<file path="config.mk">
export PLATFORM = sky130hd
export DESIGN_NAME = dbus_arbiter_flat
export DESIGN_NICKNAME = d
export VERILOG_FILES = /design/src/rtl/dbus_arbiter_if.sv /design/src/rtl/dbus_arbiter.sv /design/src/flat_wrapper.sv
export SDC_FILE = /design/constraint.sdc
export NUM_CORES = 1
export LEC_CHECK = 0
export CORE_AREA = 3 3 121 123
export CTS_CLUSTER_SIZE = 24
export DETAILED_ROUTE_END_ITERATION = 7
export DIE_AREA = 0 0 124 126
export SETUP_SLACK_MARGIN = 0.1
export SLEW_MARGIN = 20
export SYNTH_ARGS = -nofsm -noshare
export SYNTH_HDL_FRONTEND = slang
export SYNTH_SLANG_ARGS = --single-unit
</file>
<file path="constraint.sdc">
create_clock -name clk -period 3.76 [get_ports clk]
set_input_delay 0.564 -clock clk [delete_from_list [all_inputs] [get_ports clk]]
set_output_delay 0.564 -clock clk [all_outputs]
set_load 0.01 [all_outputs]
</file>
<file path="src/rtl/dbus_arbiter_if.sv">
// Shared data-bus handshake: one-cycle bstart with breq held until the target returns bdone.
// The master side issues requests and their attributes; the slave side returns bdone and rdata.
interface master_bus_if;
    localparam int unsigned ADDR_W  = 32;
    localparam int unsigned DATA_W  = 32;
    localparam int unsigned TTYPE_W = 2;
    localparam int unsigned TSIZE_W = 2;

    logic               breq;
    logic               bstart;
    logic               bdone;
    logic [ADDR_W-1:0]  addr;
    logic [DATA_W-1:0]  wdata;
    logic [DATA_W-1:0]  rdata;
    logic [TTYPE_W-1:0] ttype;
    logic [TSIZE_W-1:0] tsize;

    modport master (
        output breq, bstart, addr, wdata, ttype, tsize,
        input  bdone, rdata
    );

    modport slave (
        input  breq, bstart, addr, wdata, ttype, tsize,
        output bdone, rdata
    );
endinterface

</file>
<file path="src/rtl/dbus_arbiter.sv">
// Arbitrates the core load/store port and the debug SBA master onto one downstream bus,
// with a per-transaction watchdog. Define DBUS_ARB_ROUND_ROBIN_EN for round-robin tie-breaking.
module dbus_arbiter #(
    parameter int unsigned TIMEOUT_CYCLES = 255
) (
    input  logic         clk,
    input  logic         rst,
    master_bus_if.slave  core,
    master_bus_if.slave  dbg,
    master_bus_if.master mem,
    output logic         grant_dbg,
    output logic         busy,
    output logic         timeout_err
);
    localparam int unsigned CNT_W = $clog2(TIMEOUT_CYCLES + 1);
    localparam logic [CNT_W-1:0] CNT_LIMIT   = CNT_W'(TIMEOUT_CYCLES);
    localparam logic [31:0]      ABORT_RDATA = 32'hDEAD_BEEF;

    typedef enum logic [1:0] {
        ST_IDLE  = 2'd0,
        ST_ISSUE = 2'd1,
        ST_WAIT  = 2'd2
    } state_e;

    typedef enum logic {
        OWN_CORE = 1'b0,
        OWN_DBG  = 1'b1
    } owner_e;

    state_e           state_q, state_d;
    owner_e           owner_q, owner_d;
    owner_e           winner_c;
    logic             pend_core_q, pend_core_d;
    logic             pend_dbg_q, pend_dbg_d;
    logic [CNT_W-1:0] cnt_q, cnt_d;
`ifdef DBUS_ARB_ROUND_ROBIN_EN
    owner_e           last_q, last_d;
`endif

    logic        active_c;
    logic        abort_c;
    logic        done_c;
    logic        core_done_c;
    logic        dbg_done_c;
    logic        sel_dbg_c;
    logic [31:0] rdata_c;

    // Winner among pending requesters; debug wins ties unless round-robin is built.
    always_comb begin
        winner_c = pend_dbg_q ? OWN_DBG : OWN_CORE;
`ifdef DBUS_ARB_ROUND_ROBIN_EN
        if (pend_dbg_q && pend_core_q) begin
            winner_c = (last_q == OWN_CORE) ? OWN_DBG : OWN_CORE;
        end
`endif
    end

    // A downstream bdone takes precedence over a watchdog expiry in the same cycle.
    assign active_c    = (state_q != ST_IDLE);
    assign abort_c     = (state_q == ST_WAIT) && !mem.bdone && (cnt_q == CNT_LIMIT);
    assign done_c      = active_c && (mem.bdone || abort_c);
    assign core_done_c = done_c && (owner_q == OWN_CORE);
    assign dbg_done_c  = done_c && (owner_q == OWN_DBG);
    assign rdata_c     = abort_c ? ABORT_RDATA : mem.rdata;

    assign core.bdone = core_done_c;
    assign dbg.bdone  = dbg_done_c;
    assign core.rdata = (active_c && (owner_q == OWN_CORE)) ? rdata_c : '0;
    assign dbg.rdata  = (active_c && (owner_q == OWN_DBG))  ? rdata_c : '0;

    // Attributes are muxed live; requesters keep them stable until their bdone.
    assign sel_dbg_c  = active_c ? (owner_q == OWN_DBG) : pend_dbg_q;
    assign mem.breq   = active_c;
    assign mem.bstart = (state_q == ST_ISSUE);
    assign mem.addr   = sel_dbg_c ? dbg.addr  : core.addr;
    assign mem.wdata  = sel_dbg_c ? dbg.wdata : core.wdata;
    assign mem.ttype  = sel_dbg_c ? dbg.ttype : core.ttype;
    assign mem.tsize  = sel_dbg_c ? dbg.tsize : core.tsize;

    assign grant_dbg   = active_c && (owner_q == OWN_DBG);
    assign busy        = active_c;
    assign timeout_err = abort_c;

    always_comb begin
        state_d = state_q;
        owner_d = owner_q;
        cnt_d   = cnt_q;
        case (state_q)
            ST_IDLE: begin
                if (pend_core_q || pend_dbg_q) begin
                    owner_d = winner_c;
                    cnt_d   = '0;
                    state_d = ST_ISSUE;
                end
            end
            ST_ISSUE: begin
                state_d = mem.bdone ? ST_IDLE : ST_WAIT;
            end
            ST_WAIT: begin
                if (cnt_q != CNT_LIMIT) begin
                    cnt_d = cnt_q + CNT_W'(1);
                end
                if (done_c) begin
                    state_d = ST_IDLE;
                end
            end
            default: begin
                state_d = ST_IDLE;
            end
        endcase
    end

    // A bstart in the owner's completion cycle re-arms the flag: set wins over clear.
    always_comb begin
        pend_core_d = (core.bstart && core.breq && (!pend_core_q || core_done_c))
                    || (pend_core_q && !core_done_c);
        pend_dbg_d  = (dbg.bstart && dbg.breq && (!pend_dbg_q || dbg_done_c))
                    || (pend_dbg_q && !dbg_done_c);
    end

`ifdef DBUS_ARB_ROUND_ROBIN_EN
    assign last_d = done_c ? owner_q : last_q;
`endif

    always_ff @(posedge clk or posedge rst) begin
        if (rst) begin
            state_q     <= ST_IDLE;
            owner_q     <= OWN_CORE;
            pend_core_q <= 1'b0;
            pend_dbg_q  <= 1'b0;
            cnt_q       <= '0;
`ifdef DBUS_ARB_ROUND_ROBIN_EN
            last_q      <= OWN_CORE;
`endif
        end else begin
            state_q     <= state_d;
            owner_q     <= owner_d;
            pend_core_q <= pend_core_d;
            pend_dbg_q  <= pend_dbg_d;
            cnt_q       <= cnt_d;
`ifdef DBUS_ARB_ROUND_ROBIN_EN
            last_q      <= last_d;
`endif
        end
    end
endmodule

</file>
<file path="src/flat_wrapper.sv">
// flat-port wrapper written by rule: the top's interface ports become plain ports
module dbus_arbiter_flat 
#(
    parameter int unsigned TIMEOUT_CYCLES = 255
)
  (clk, rst, grant_dbg, busy, timeout_err, core_breq, core_bstart, core_addr, core_wdata, core_ttype, core_tsize, core_bdone, core_rdata, dbg_breq, dbg_bstart, dbg_addr, dbg_wdata, dbg_ttype, dbg_tsize, dbg_bdone, dbg_rdata, mem_breq, mem_bstart, mem_addr, mem_wdata, mem_ttype, mem_tsize, mem_bdone, mem_rdata);
  master_bus_if core_i ();
  master_bus_if dbg_i ();
  master_bus_if mem_i ();
  input  logic clk;
  input  logic rst;
  output logic grant_dbg;
  output logic busy;
  output logic timeout_err;
  input wire logic [$bits(core_i.breq)-1:0] core_breq;
  input wire logic [$bits(core_i.bstart)-1:0] core_bstart;
  input wire logic [$bits(core_i.addr)-1:0] core_addr;
  input wire logic [$bits(core_i.wdata)-1:0] core_wdata;
  input wire logic [$bits(core_i.ttype)-1:0] core_ttype;
  input wire logic [$bits(core_i.tsize)-1:0] core_tsize;
  output wire logic [$bits(core_i.bdone)-1:0] core_bdone;
  output wire logic [$bits(core_i.rdata)-1:0] core_rdata;
  input wire logic [$bits(dbg_i.breq)-1:0] dbg_breq;
  input wire logic [$bits(dbg_i.bstart)-1:0] dbg_bstart;
  input wire logic [$bits(dbg_i.addr)-1:0] dbg_addr;
  input wire logic [$bits(dbg_i.wdata)-1:0] dbg_wdata;
  input wire logic [$bits(dbg_i.ttype)-1:0] dbg_ttype;
  input wire logic [$bits(dbg_i.tsize)-1:0] dbg_tsize;
  output wire logic [$bits(dbg_i.bdone)-1:0] dbg_bdone;
  output wire logic [$bits(dbg_i.rdata)-1:0] dbg_rdata;
  output wire logic [$bits(mem_i.breq)-1:0] mem_breq;
  output wire logic [$bits(mem_i.bstart)-1:0] mem_bstart;
  output wire logic [$bits(mem_i.addr)-1:0] mem_addr;
  output wire logic [$bits(mem_i.wdata)-1:0] mem_wdata;
  output wire logic [$bits(mem_i.ttype)-1:0] mem_ttype;
  output wire logic [$bits(mem_i.tsize)-1:0] mem_tsize;
  input wire logic [$bits(mem_i.bdone)-1:0] mem_bdone;
  input wire logic [$bits(mem_i.rdata)-1:0] mem_rdata;
  assign core_i.breq = core_breq;
  assign core_i.bstart = core_bstart;
  assign core_i.addr = core_addr;
  assign core_i.wdata = core_wdata;
  assign core_i.ttype = core_ttype;
  assign core_i.tsize = core_tsize;
  assign core_bdone = core_i.bdone;
  assign core_rdata = core_i.rdata;
  assign dbg_i.breq = dbg_breq;
  assign dbg_i.bstart = dbg_bstart;
  assign dbg_i.addr = dbg_addr;
  assign dbg_i.wdata = dbg_wdata;
  assign dbg_i.ttype = dbg_ttype;
  assign dbg_i.tsize = dbg_tsize;
  assign dbg_bdone = dbg_i.bdone;
  assign dbg_rdata = dbg_i.rdata;
  assign mem_breq = mem_i.breq;
  assign mem_bstart = mem_i.bstart;
  assign mem_addr = mem_i.addr;
  assign mem_wdata = mem_i.wdata;
  assign mem_ttype = mem_i.ttype;
  assign mem_tsize = mem_i.tsize;
  assign mem_i.bdone = mem_bdone;
  assign mem_i.rdata = mem_rdata;
  dbus_arbiter #(.TIMEOUT_CYCLES(TIMEOUT_CYCLES)) u_core (.clk(clk), .rst(rst), .core(core_i), .dbg(dbg_i), .mem(mem_i), .grant_dbg(grant_dbg), .busy(busy), .timeout_err(timeout_err));
endmodule
</file>
Word-level counts from Yosys, hierarchy flattened
Index checks and enable logic that the tools add are counted.
Storage, ports and cells
  register bits after elaboration: 13
  bits of input ports: 175
  output and inout port bits: 139
  word-level logic and storage cells: 60
Operators by class
  equal/unequal tests: 7
  $add $sub $neg: 1
  bitwise logic cells: 1
  muxes and demuxes: 16
  reduce and logical (&&, ||, !) cells: 30
Operator list (number)
  $mux W32: 5
  $mux W8: 2
  $pmux W8 S2: 1
  $logic_and A1 B1 Y1: 13
  $mux W2: 5
  $add A8 B1 Y8 const B: 1
  $eq A8 B8 Y1 const B: 1
  $ne A8 B8 Y1 const B: 1
  $logic_or A1 B1 Y1: 6
  $pmux W2 S3: 1
  $logic_not A1 Y1: 5
  $ne A2 B1 Y1 const B: 2
  $reduce_and A2 Y1: 2
  $reduce_bool A2 Y1: 2
  $reduce_and A3 Y1: 1
  $eq A2 B1 Y1 const B: 1
  $eq A2 B2 Y1 const B: 1
  $logic_not A2 Y1: 1
  $mux W1: 2
  $ne A2 B2 Y1 const B: 1
  $not A1 Y1: 1

Longest topological paths before layout
Gate-level depths: netlist (run 1).
  depth after elaboration: 9
  mapped depth: 8
  mapped depth without buffers: 7

Worst setup path before layout (run 1)
OpenSTA, ideal clock, no wires.
  kind: register -> output
  from: register u_core.state_q[1]
  to: output mem_addr[30]
  buffers on the path: 2
  data arrival time: 1.690 ns
  path slack: 1.506 ns
  cell stages (with the launch flop): 9
  data required time: 3.196 ns
  path through: dfrtp_1 > nor2_4 > inv_2 > nand2_2 > inv_2 > a21oi_4 > buf_6 > buf_8 > mux2_1
Between the ends
  cells in the longest elaborated chain, start to end: 3
RTL lines
  start: declaration: line dbus_arbiter.sv:30  | state_e state_q, state_d;
  start signal: assignment: line dbus_arbiter.sv:136  | state_q <= state_d;
  $reduce_bool A2 Y1: line dbus_arbiter.sv:59  | assign active_c = (state_q != ST_IDLE);
  named net busy: line flat_wrapper.sv:13  | output logic busy;
  $mux W1: line dbus_arbiter.sv:72  | assign sel_dbg_c = active_c ? (owner_q == OWN_DBG) : pend_dbg_q;
  $mux W32: line dbus_arbiter.sv:75  | assign mem.addr = sel_dbg_c ? dbg.addr : core.addr;
  end: declaration: line flat_wrapper.sv:33  | output wire logic [$bits(mem_i.addr)-1:0] mem_addr;
The timed path passes the listed nets, and every way through them passes these cells.

Worst setup path after layout (run 1)
  from: register u_core.state_q[1]
  to: output mem_wdata[8]
Between the ends
  cells in the longest elaborated chain, start to end: 3
RTL lines
  $reduce_bool A2 Y1: line dbus_arbiter.sv:59
  $mux W1: line dbus_arbiter.sv:72
  $mux W32: line dbus_arbiter.sv:76  | assign mem.wdata = sel_dbg_c ? dbg.wdata : core.wdata;
  end: declaration: line flat_wrapper.sv:34  | output wire logic [$bits(mem_i.wdata)-1:0] mem_wdata;
No other way between the ends.

==> flow_summary.json, run 1 <==
{
  "clock_power_share_pct": 5.7,
  "synth_area_um2": 1990,
  "skew_ns": 0.00263,
  "grt_start_max_net_pins": 41,
  "post-route-period-util_pct": 92.4,
  "num_vias": 3020,
  "antenna_found_initial": 0,
  "final_hold_viol_count": 0,
  "ys_seq_area_share_pct": 16.4,
  "grt.total_usage_pct": 16.4,
  "die_x_um": 124,
  "critical_path_class": "flip-flop to primary output",
  "p_sw_mw": 1.42,
  "cp.arrival_ns": 2.91,
  "slew_viol_final": 0,
  "r2r-start": "u_core.cnt_q[0]",
  "rsz0062_at_grt": "false",
  "first_pass_iters": 4,
  "std_cell_rows": 43,
  "ys_seq_elements": 13,
  "route.met3.wl_um": 1610,
  "place_ws_ns": 0.503,
  "fin_setup_tns_ns": 0,
  "finalPower_mw": 3.50,
  "diodes": 0,
  "hold_slack_ns": 0.541,
  "synth.area.top_cells": "mux2_2 33%, dfrtp_1 16%, nor2_1 15%, mux2_4 6.0%, and3_1 5.0%",
  "drc": 0,
  "tightest_slew_ns": 0.824,
  "ys_warn_count": 0,
  "globalplace.congestion": 0.979,
  "clk_pin_slew_ns": 0.05,
  "ios": 314,
  "die_h_um": 126,
  "rr_worst_depth": 8,
  "fin_nets": 732,
  "start_util_pct": 14.4,
  "wl_per_cell_um": 18.8,
  "reg2reg_slack_ns": 1.57,
  "min_path_cells": 2,
  "ctsResizeCount": 0,
  "worst_slew_margin_rel_pct": 44.9,
  "ant_nets": 0,
  "cp.required_ns": 3.20,
  "top_layer": "met4",
  "overflow": 0,
  "drv_cap": 0,
  "max_freq_ghz": 0.288,
  "crit_fanout": 20,
  "fp.coreArea_um2": 13800,
  "dp_hpwl_um": 12200,
  "setup_viol": 0,
  "min_from": "u_core.cnt_q[1]",
  "status": "finished, final reports clean",
  "grt_pass1_wl_um": 19300,
  "synthCells": 250,
  "layout_commonest_cell": "clkdlybuf4s50_1",
  "final_cell_mix": "313 x clkdlybuf4s50_1, 79 x nor2_1, 59 x mux2_2",
  "whs_endpoint": "u_core.cnt_q[1]",
  "endpoint_kind": "primary output",
  "leakagePower_nw": 2.11,
  "switching_share_pct": 40.7,
  "root_buffer": "clkbuf_16",
  "port_buffers": 313,
  "intPower_mw": 2.08,
  "htree_levels": 1,
  "synth_top_cell_area_share_pct": 33.4,
  "p_per_area_nw_per_um2": 653,
  "wl_met2_um": 7020,
  "min_path_type": "flip-flop to flip-flop",
  "cts.sinks": 13,
  "post-route-min-period_ns": 3.47,
  "synth_top_cell_by_area": "mux2_2",
  "area_growth_syn_to_layout_pct": 170,
  "synthDistinctLibCells": 37,
  "setup_ws_ns": 0.287,
  "grt_pass1_vias": 3243,
  "layout-drive-gt1-share_pct": 14.4,
  "dieArea_um2": 15600,
  "drt_iter0_markers": 100,
  "m1WireLength_um": 5030,
  "fill_cells": 1401,
  "rr_endpoint": "u_core.pend_core_q",
  "power_frac_seq_pct": 6.4,
  "syn_avg_cell_area_um2": 7.95,
  "start_kind": "flip-flop",
  "fin_util_pct": 38.9,
  "clockBufferDepth": 2,
  "cts_buffers": 3,
  "wirelength_um": 13800,
  "cts_hold_buf": 0,
  "clk_latency_ns": 0.24,
  "cp-startpoint": "u_core.state_q[1]",
  "synthesis.nets": 426,
  "post_cts_buffers": 0,
  "pwr-share-comb_pct": 87.9,
  "cts_tree": "done",
  "vdd_drop_max_v": 0.000255,
  "vias_per_cell": 4.11
}
## cell type report
type,count,area [µm²],share of cell area [%]
sequential,13,325,6.07
multi-input combinational,210,1510,28.2
inverter,11,41.3,0.771
clock buffer,4,78.8,1.47
tap,180,225,4.20
timing repair buffer,317,3180,59.3
## critical path, cell delays in order (launching register included)
cell	delay, ns
dfrtp_1	0.47
nor2_4	0.18
inv_2	0.09
nand2_2	0.09
inv_2	0.11
a21oi_4	0.38
buf_4	0.41
mux2_2	0.39
clkdlybuf4s50_1	0.56
## power by group through the flow
stage | combinational (mW) | clock, mW | sequential [mW]
finish | 3.08 | 0.201 | 0.222
CTS | 3.13 | 0.204 | 0.221
global placement | 3.12 | 0 | 0.222
detailed placement | 3.12 | 0 | 0.223
global route | 3.27 | 0.211 | 0.227
floorplan | 1.52 | 0 | 0.210
## Yosys cell counts (all sizes together)
cell    instances
nand2b          1
o311a           1
mux2           68
nor3            1
inv            10
o41ai           1
ha              1
nand4b          1
buf            10
o21ai           7
o311ai          1
or4b            1
o21bai          1
nand3b          1
o22ai           1
dfrtp          13
or4             2
or3             1
a21oi           7
nor2b           1
o31ai           1
nor4b           1
nand2           9
and3           16
a22o            2
clkbuf          6
nor2           80
clkinv          1
nand3           4
## stage by stage
stage | cell area (µm²) | instances
2_1_floorplan | 1990 | 250
3_3_place_gp | 5280 | 731
3_5_place_dp | 5280 | 731
4_1_cts | 5360 | 735
5_1_grt | 5360 | 735
6_report | 5360 | 735
## per-layer routing
layer / vias to the layer above / GRT usage (%)
met4: 0 / 2.90
met5: - / 0
met2: 176 / 30.2
met1: 1367 / 18.0
met3: 8 / 6.02
li1: 1469 / -
## logic make-up (layout without fill, tap and decap cells)
kind of cell    Yosys count  in the layout  share of synthesized area [%]
compound gates           22             22                           8.31
fa+ha+maj                 1              1                          0.630
buf+inv                  27            332                           7.56
flops                    13             13                           16.4
mux                      68             68                           40.1
simple gates            119            119                           27.1
## worst max-delay path by stage
stage / to / slack, ns / cells past startpoint
after floorplan: mem_addr[30] / 1.51 / 8
after CTS: mem_wdata[5] / 0.24 / 8
after detailed placement: mem_wdata[5] / 0.50 / 8
after global routing: mem_wdata[5] / 0.11 / 8
after global placement: dbg_rdata[15] / 0.51 / 8
final: mem_wdata[8] / 0.29 / 8
## flip-flops by register name, indices dropped and copies added (netlist names)
register	flops
u_core.cnt_q	8
u_core.owner_q	1
u_core.pend_core_q	1
u_core.pend_dbg_q	1
u_core.state_q	2
Note: power is estimated with default switching activity, not from simulation.
==> inputs of run 2 (changes only) <==
CTS_BUF_LIST = sky130_fd_sc_hd__clkbuf_16   (was unset)
==> flow_summary.json, run 2 (synthesized netlist as in run 1, its figures left out) <==
{
  "status": "finished, final reports clean",
  "vias_per_cell": 4.13,
  "rr_worst_depth": 8,
  "cp.required_ns": 3.20,
  "grt.total_usage_pct": 16.4,
  "vdd_drop_max_v": 0.000255,
  "rsz0062_at_grt": "false",
  "p_per_area_nw_per_um2": 653,
  "first_pass_iters": 4,
  "multi_input_area_um2": 1510,
  "pwr-share-comb_pct": 88.0,
  "antenna_found_initial": 0,
  "dp_hpwl_um": 12200,
  "drc": 0,
  "p_sw_mw": 1.42,
  "fin_nets": 732,
  "finalPower_mw": 3.50,
  "cts_buffers": 3,
  "skew_ns": 0.00302,
  "fp.coreArea_um2": 13800,
  "setup_viol": 0,
  "globalplace.congestion": 0.979,
  "ios": 314,
  "diodes": 0,
  "root_buffer": "clkbuf_16",
  "critical_path_class": "flip-flop to primary output",
  "post-route-min-period_ns": 3.46,
  "layout.cells.non_filler": 735,
  "port_buffers": 313,
  "cts_hold_buf": 0,
  "cts_tree": "done",
  "final_hold_viol_count": 0,
  "power_frac_seq_pct": 6.4,
  "layout_commonest_cell": "clkdlybuf4s50_1",
  "switching_share_pct": 40.7,
  "die_h_um": 126,
  "min_path_cells": 2,
  "ctsResizeCount": 0,
  "slew_viol_final": 0,
  "drt_iter0_markers": 103,
  "num_vias": 3032,
  "setup_ws_ns": 0.299,
  "reg_top3": "u_core.cnt_q (8), u_core.state_q (2)",
  "clk_pin_slew_ns": 0.05,
  "crit_chain": "nor2_4, inv_2, nand2_2, inv_2, a21oi_4, buf_4, mux2_2, clkdlybuf4s50_1",
  "clock_power_share_pct": 5.7,
  "reg2reg_slack_ns": 1.57,
  "clockBufferDepth": 2,
  "drv_cap": 0,
  "largest_reg_flops": 8,
  "overflow": 0,
  "ant_nets": 0,
  "rr_endpoint": "u_core.pend_core_q",
  "std_cell_rows": 43,
  "crit_fanout": 20,
  "post-route-period-util_pct": 92.1,
  "fill_cells": 1401,
  "wirelength_um": 13800,
  "crit_path_max_incr_delay_ns": 0.56,
  "top_register": "u_core.cnt_q",
  "tightest_slew_ns": 0.816,
  "path_delay_family": "buffers and inverters",
  "max_freq_ghz": 0.289,
  "clk_latency_ns": 0.24,
  "die_x_um": 124,
  "cp_num_buf_inv": 4,
  "grt_pass1_vias": 3247,
  "cp.arrival_ns": 2.90,
  "min_from": "u_core.cnt_q[1]",
  "whs_endpoint": "u_core.cnt_q[1]",
  "critPathMostFrequentCell": "inv_2",
  "grt_pass1_wl_um": 19300,
  "endpoint_kind": "primary output",
  "final_cell_mix": "313 x clkdlybuf4s50_1, 79 x nor2_1, 59 x mux2_2",
  "slowest_stage": "clkdlybuf4s50_1",
  "layout-drive-gt1-share_pct": 14.4,
  "regArea_um2": 325,
  "worst_slew_margin_rel_pct": 45.5,
  "r2r-start": "u_core.cnt_q[0]",
  "wl_per_cell_um": 18.8,
  "leakagePower_nw": 2.11,
  "hold_slack_ns": 0.543,
  "post-place-cells": 731,
  "start_util_pct": 14.4,
  "intPower_mw": 2.07,
  "fin_setup_tns_ns": 0,
  "min_path_type": "flip-flop to flip-flop",
  "place_ws_ns": 0.503,
  "htree_levels": 1,
  "start_kind": "flip-flop",
  "cts.sinks": 13,
  "post_cts_buffers": 0,
  "area_growth_syn_to_layout_pct": 170,
  "grt_start_max_net_pins": 41,
  "dieArea_um2": 15600
}
==> run 2: cell count changes in the layout (fill, tap and decap cells not counted), sizes merged <==
cell	delta
inv	+1
clkbuf	-1
==> run 2: power groups by stage <==
| stage | clock network (mW) | registers (mW) | logic [mW] |
|---|---|---|---|
| finish | 0.198 | 0.222 | 3.08 |
| global route | 0.208 | 0.227 | 3.27 |
| CTS | 0.201 | 0.221 | 3.13 |
| detailed placement | 0 | 0.223 | 3.12 |
| global placement | 0 | 0.222 | 3.12 |
| floorplan | 0 | 0.210 | 1.52 |
==> run 2: worst register-to-register path, delay by kind of cell (launching register included) <==
kind / cells / cell delay [ns]
simple gates: 3 / 0.71
fa+ha+maj: 1 / 0.21
buf+inv: 2 / 0.40
flops: 1 / 0.39
compound gates: 2 / 0.38
==> run 2: final cells by class <==
| type | instances | share of cell area [%] |
|---|---|---|
| Multi-Input combinational cell | 210 | 28.2 |
| Clock inverter | 1 | 0.0701 |
| Sequential cell | 13 | 6.07 |
| Tap cell | 180 | 4.20 |
| Inverter | 11 | 0.771 |
| Timing Repair Buffer | 317 | 59.3 |
| Clock buffer | 3 | 1.40 |
==> run 2: per-stage QoR <==
| stage | cell area, µm² | util, % |
|---|---|---|
| floorplan | 1990 | - |
| global placement | 5280 | 38.3 |
| detailed placement | 5280 | 38.3 |
| CTS | 5360 | 38.9 |
| global route | 5360 | 38.9 |
| finish | 5360 | 38.9 |
==> run 2: worst max path at each step <==
stage                     to         startpoint  slack (ns)  cells past startpoint
6_report        mem_wdata[8]  u_core.state_q[1]        0.30                      8
5_1_grt         mem_wdata[5]  u_core.state_q[1]        0.11                      8
4_1_cts         mem_wdata[5]  u_core.state_q[1]        0.24                      8
3_5_place_dp    mem_wdata[5]  u_core.state_q[1]        0.50                      8
3_3_place_gp   dbg_rdata[15]          mem_bdone        0.51                      8
2_1_floorplan   mem_addr[30]  u_core.state_q[1]        1.51                      8
==> run 2: routing by layer <==
metal / vias up / global-route usage (%) / routed length, µm
li1: 1469 / - / -
met1: 1372 / 18.0 / 4990
met2: 183 / 30.2 / 7020
met3: 8 / 6.02 / 1650
met4: 0 / 2.90 / 183
met5: - / 0 / 0
==> inputs of run 3 (changes only) <==
ABC_CLOCK_PERIOD_IN_PS = 3760   (was unset)
RECOVER_POWER = 100   (was unset)
==> flow_summary.json, run 3 (synthesized netlist as in run 1, its figures left out) <==
{
  "top_register": "u_core.cnt_q",
  "cp-startpoint": "u_core.state_q[1]",
  "min_from": "u_core.cnt_q[1]",
  "drt_iter0_markers": 112,
  "layout-drive-gt1-share_pct": 13.7,
  "worst_slew_margin_rel_pct": -12.5,
  "drv_cap": 1,
  "area_growth_syn_to_layout_pct": 169,
  "worstSetupEndpoint": "mem_ttype[0]",
  "reg_top3": "u_core.cnt_q (8), u_core.state_q (2)",
  "post-route-min-period_ns": 3.52,
  "crit_chain": "nor2_4, inv_2, nand2_2, inv_2, a21oi_4, buf_4, mux2_2, dlygate4sd3_1",
  "cp_num_buf_inv": 4,
  "grt_pass1_vias": 3247,
  "cts_hold_buf": 0,
  "htree_levels": 1,
  "path_delay_family": "buffers and inverters",
  "crit_path_max_incr_delay_ns": 0.61,
  "place_ws_ns": 0.503,
  "largest_reg_flops": 8,
  "final_hold_viol_count": 0,
  "port_buffers": 313,
  "ctsResizeCount": 0,
  "cts_buffers": 3,
  "vdd_drop_max_v": 0.000237,
  "skew_ns": 0.00290,
  "grt.total_usage_pct": 16.4,
  "globalplace.congestion": 0.979,
  "start_util_pct": 14.4,
  "fin_nets": 732,
  "status": "complete, but fails checks",
  "grt_pass1_wl_um": 19300,
  "min_path_type": "flip-flop to flip-flop",
  "slew_viol_final": 11,
  "root_buffer": "clkbuf_16",
  "ant_nets": 0,
  "clockBufferDepth": 2,
  "std_cell_rows": 43,
  "drc": 0,
  "antenna_found_initial": 0,
  "critical_path_class": "flip-flop to primary output",
  "dieArea_um2": 15600,
  "dp_hpwl_um": 12200,
  "grt_start_max_net_pins": 41,
  "overflow": 0,
  "fin_setup_tns_ns": 0,
  "r2r-start": "u_core.cnt_q[0]",
  "tightest_slew_ns": 1.67,
  "multi_input_area_um2": 1490,
  "critPathMostFrequentCell": "inv_2",
  "max_freq_ghz": 0.284,
  "first_pass_iters": 4,
  "cts_tree": "done",
  "fill_cells": 1404,
  "p_per_area_nw_per_um2": 610,
  "cp.required_ns": 3.20,
  "setup_ws_ns": 0.237,
  "wl_per_cell_um": 18.8,
  "ios": 314,
  "post_cts_buffers": 0,
  "path_depth": 8,
  "layout_commonest_cell": "clkdlybuf4s50_1",
  "rr_worst_depth": 4,
  "rsz0062_at_grt": "false",
  "endpoint_kind": "primary output",
  "clk_latency_ns": 0.24,
  "cts.sinks": 13,
  "setup_viol": 0,
  "rr_endpoint": "u_core.cnt_q[1]",
  "reg2reg_slack_ns": 1.24,
  "vias_per_cell": 4.13,
  "start_kind": "flip-flop",
  "num_vias": 3037,
  "leakagePower_nw": 2.28,
  "die_x_um": 124,
  "cp.arrival_ns": 2.96,
  "violations": "max-capacitance violations, max-slew violations",
  "fp.coreArea_um2": 13800,
  "regArea_um2": 325,
  "final_cell_mix": "186 x clkdlybuf4s50_1, 127 x dlygate4sd3_1, 79 x nor2_1",
  "diodes": 0,
  "clk_pin_slew_ns": 0.05,
  "die_h_um": 126,
  "crit_fanout": 20,
  "post-route-period-util_pct": 93.7,
  "slowest_stage": "dlygate4sd3_1",
  "wirelength_um": 13800
}
-- run 3: final cells by class --
cell class | instances | share of cell area (%)
clock buffer | 3 | 1.41
inverter | 11 | 0.773
timing repair buffer | 317 | 59.5
tap | 180 | 4.22
clock inverter | 1 | 0.0703
multi-input combinational | 210 | 28.0
sequential | 13 | 6.09
-- run 3: power by group --
part,switching [mW],internal [mW],leakage (nW)
sequential,0.0498,0.173,0.169
combinational,1.29,1.55,2.07
clock,0.0587,0.140,0.0423
-- run 3: how the worst min path moves through the flow --
stage	endpoint	slack, ns	depth (start not counted)
after CTS	u_core.cnt_q[1]	0.54	2
after detailed placement	u_core.cnt_q[1]	0.53	2
after floorplan	u_core.cnt_q[0]	0.44	1
after global routing	u_core.cnt_q[1]	0.55	2
final	u_core.cnt_q[1]	0.54	2
after global placement	u_core.cnt_q[1]	0.50	2
-- run 3: through the flow --
| step | hold slack [ns] | power [mW] | instance area (µm²) | instances | utilization, % |
|---|---|---|---|---|---|
| global route | 0.547 | 3.47 | 5340 | 735 | 38.8 |
| detailed placement | 0.532 | 3.34 | 5280 | 731 | 38.3 |
| CTS | 0.543 | 3.56 | 5360 | 735 | 38.9 |
| finish | 0.539 | 3.26 | 5340 | 735 | 38.8 |
| floorplan | 0.441 | 1.73 | 1990 | 250 | - |
| global placement | 0.501 | 3.34 | 5280 | 731 | 38.3 |
-- run 3: worst reg2reg max path, stage by stage, from the launching register on --
cell	delay (ns)
dfrtp_1	0.40
ha_1	0.21
nand3_1	0.12
o311ai_0	1.33
o21ai_0	0.27
-- run 3: layer usage --
metal / GRT usage (%) / vias to the layer above / share of wire [%]
met4: 2.90 / 0 / 1.4
met1: 18.0 / 1377 / 36
met2: 30.2 / 178 / 51
met5: 0 / - / 0
li1: - / 1472 / -
met3: 6.02 / 10 / 12
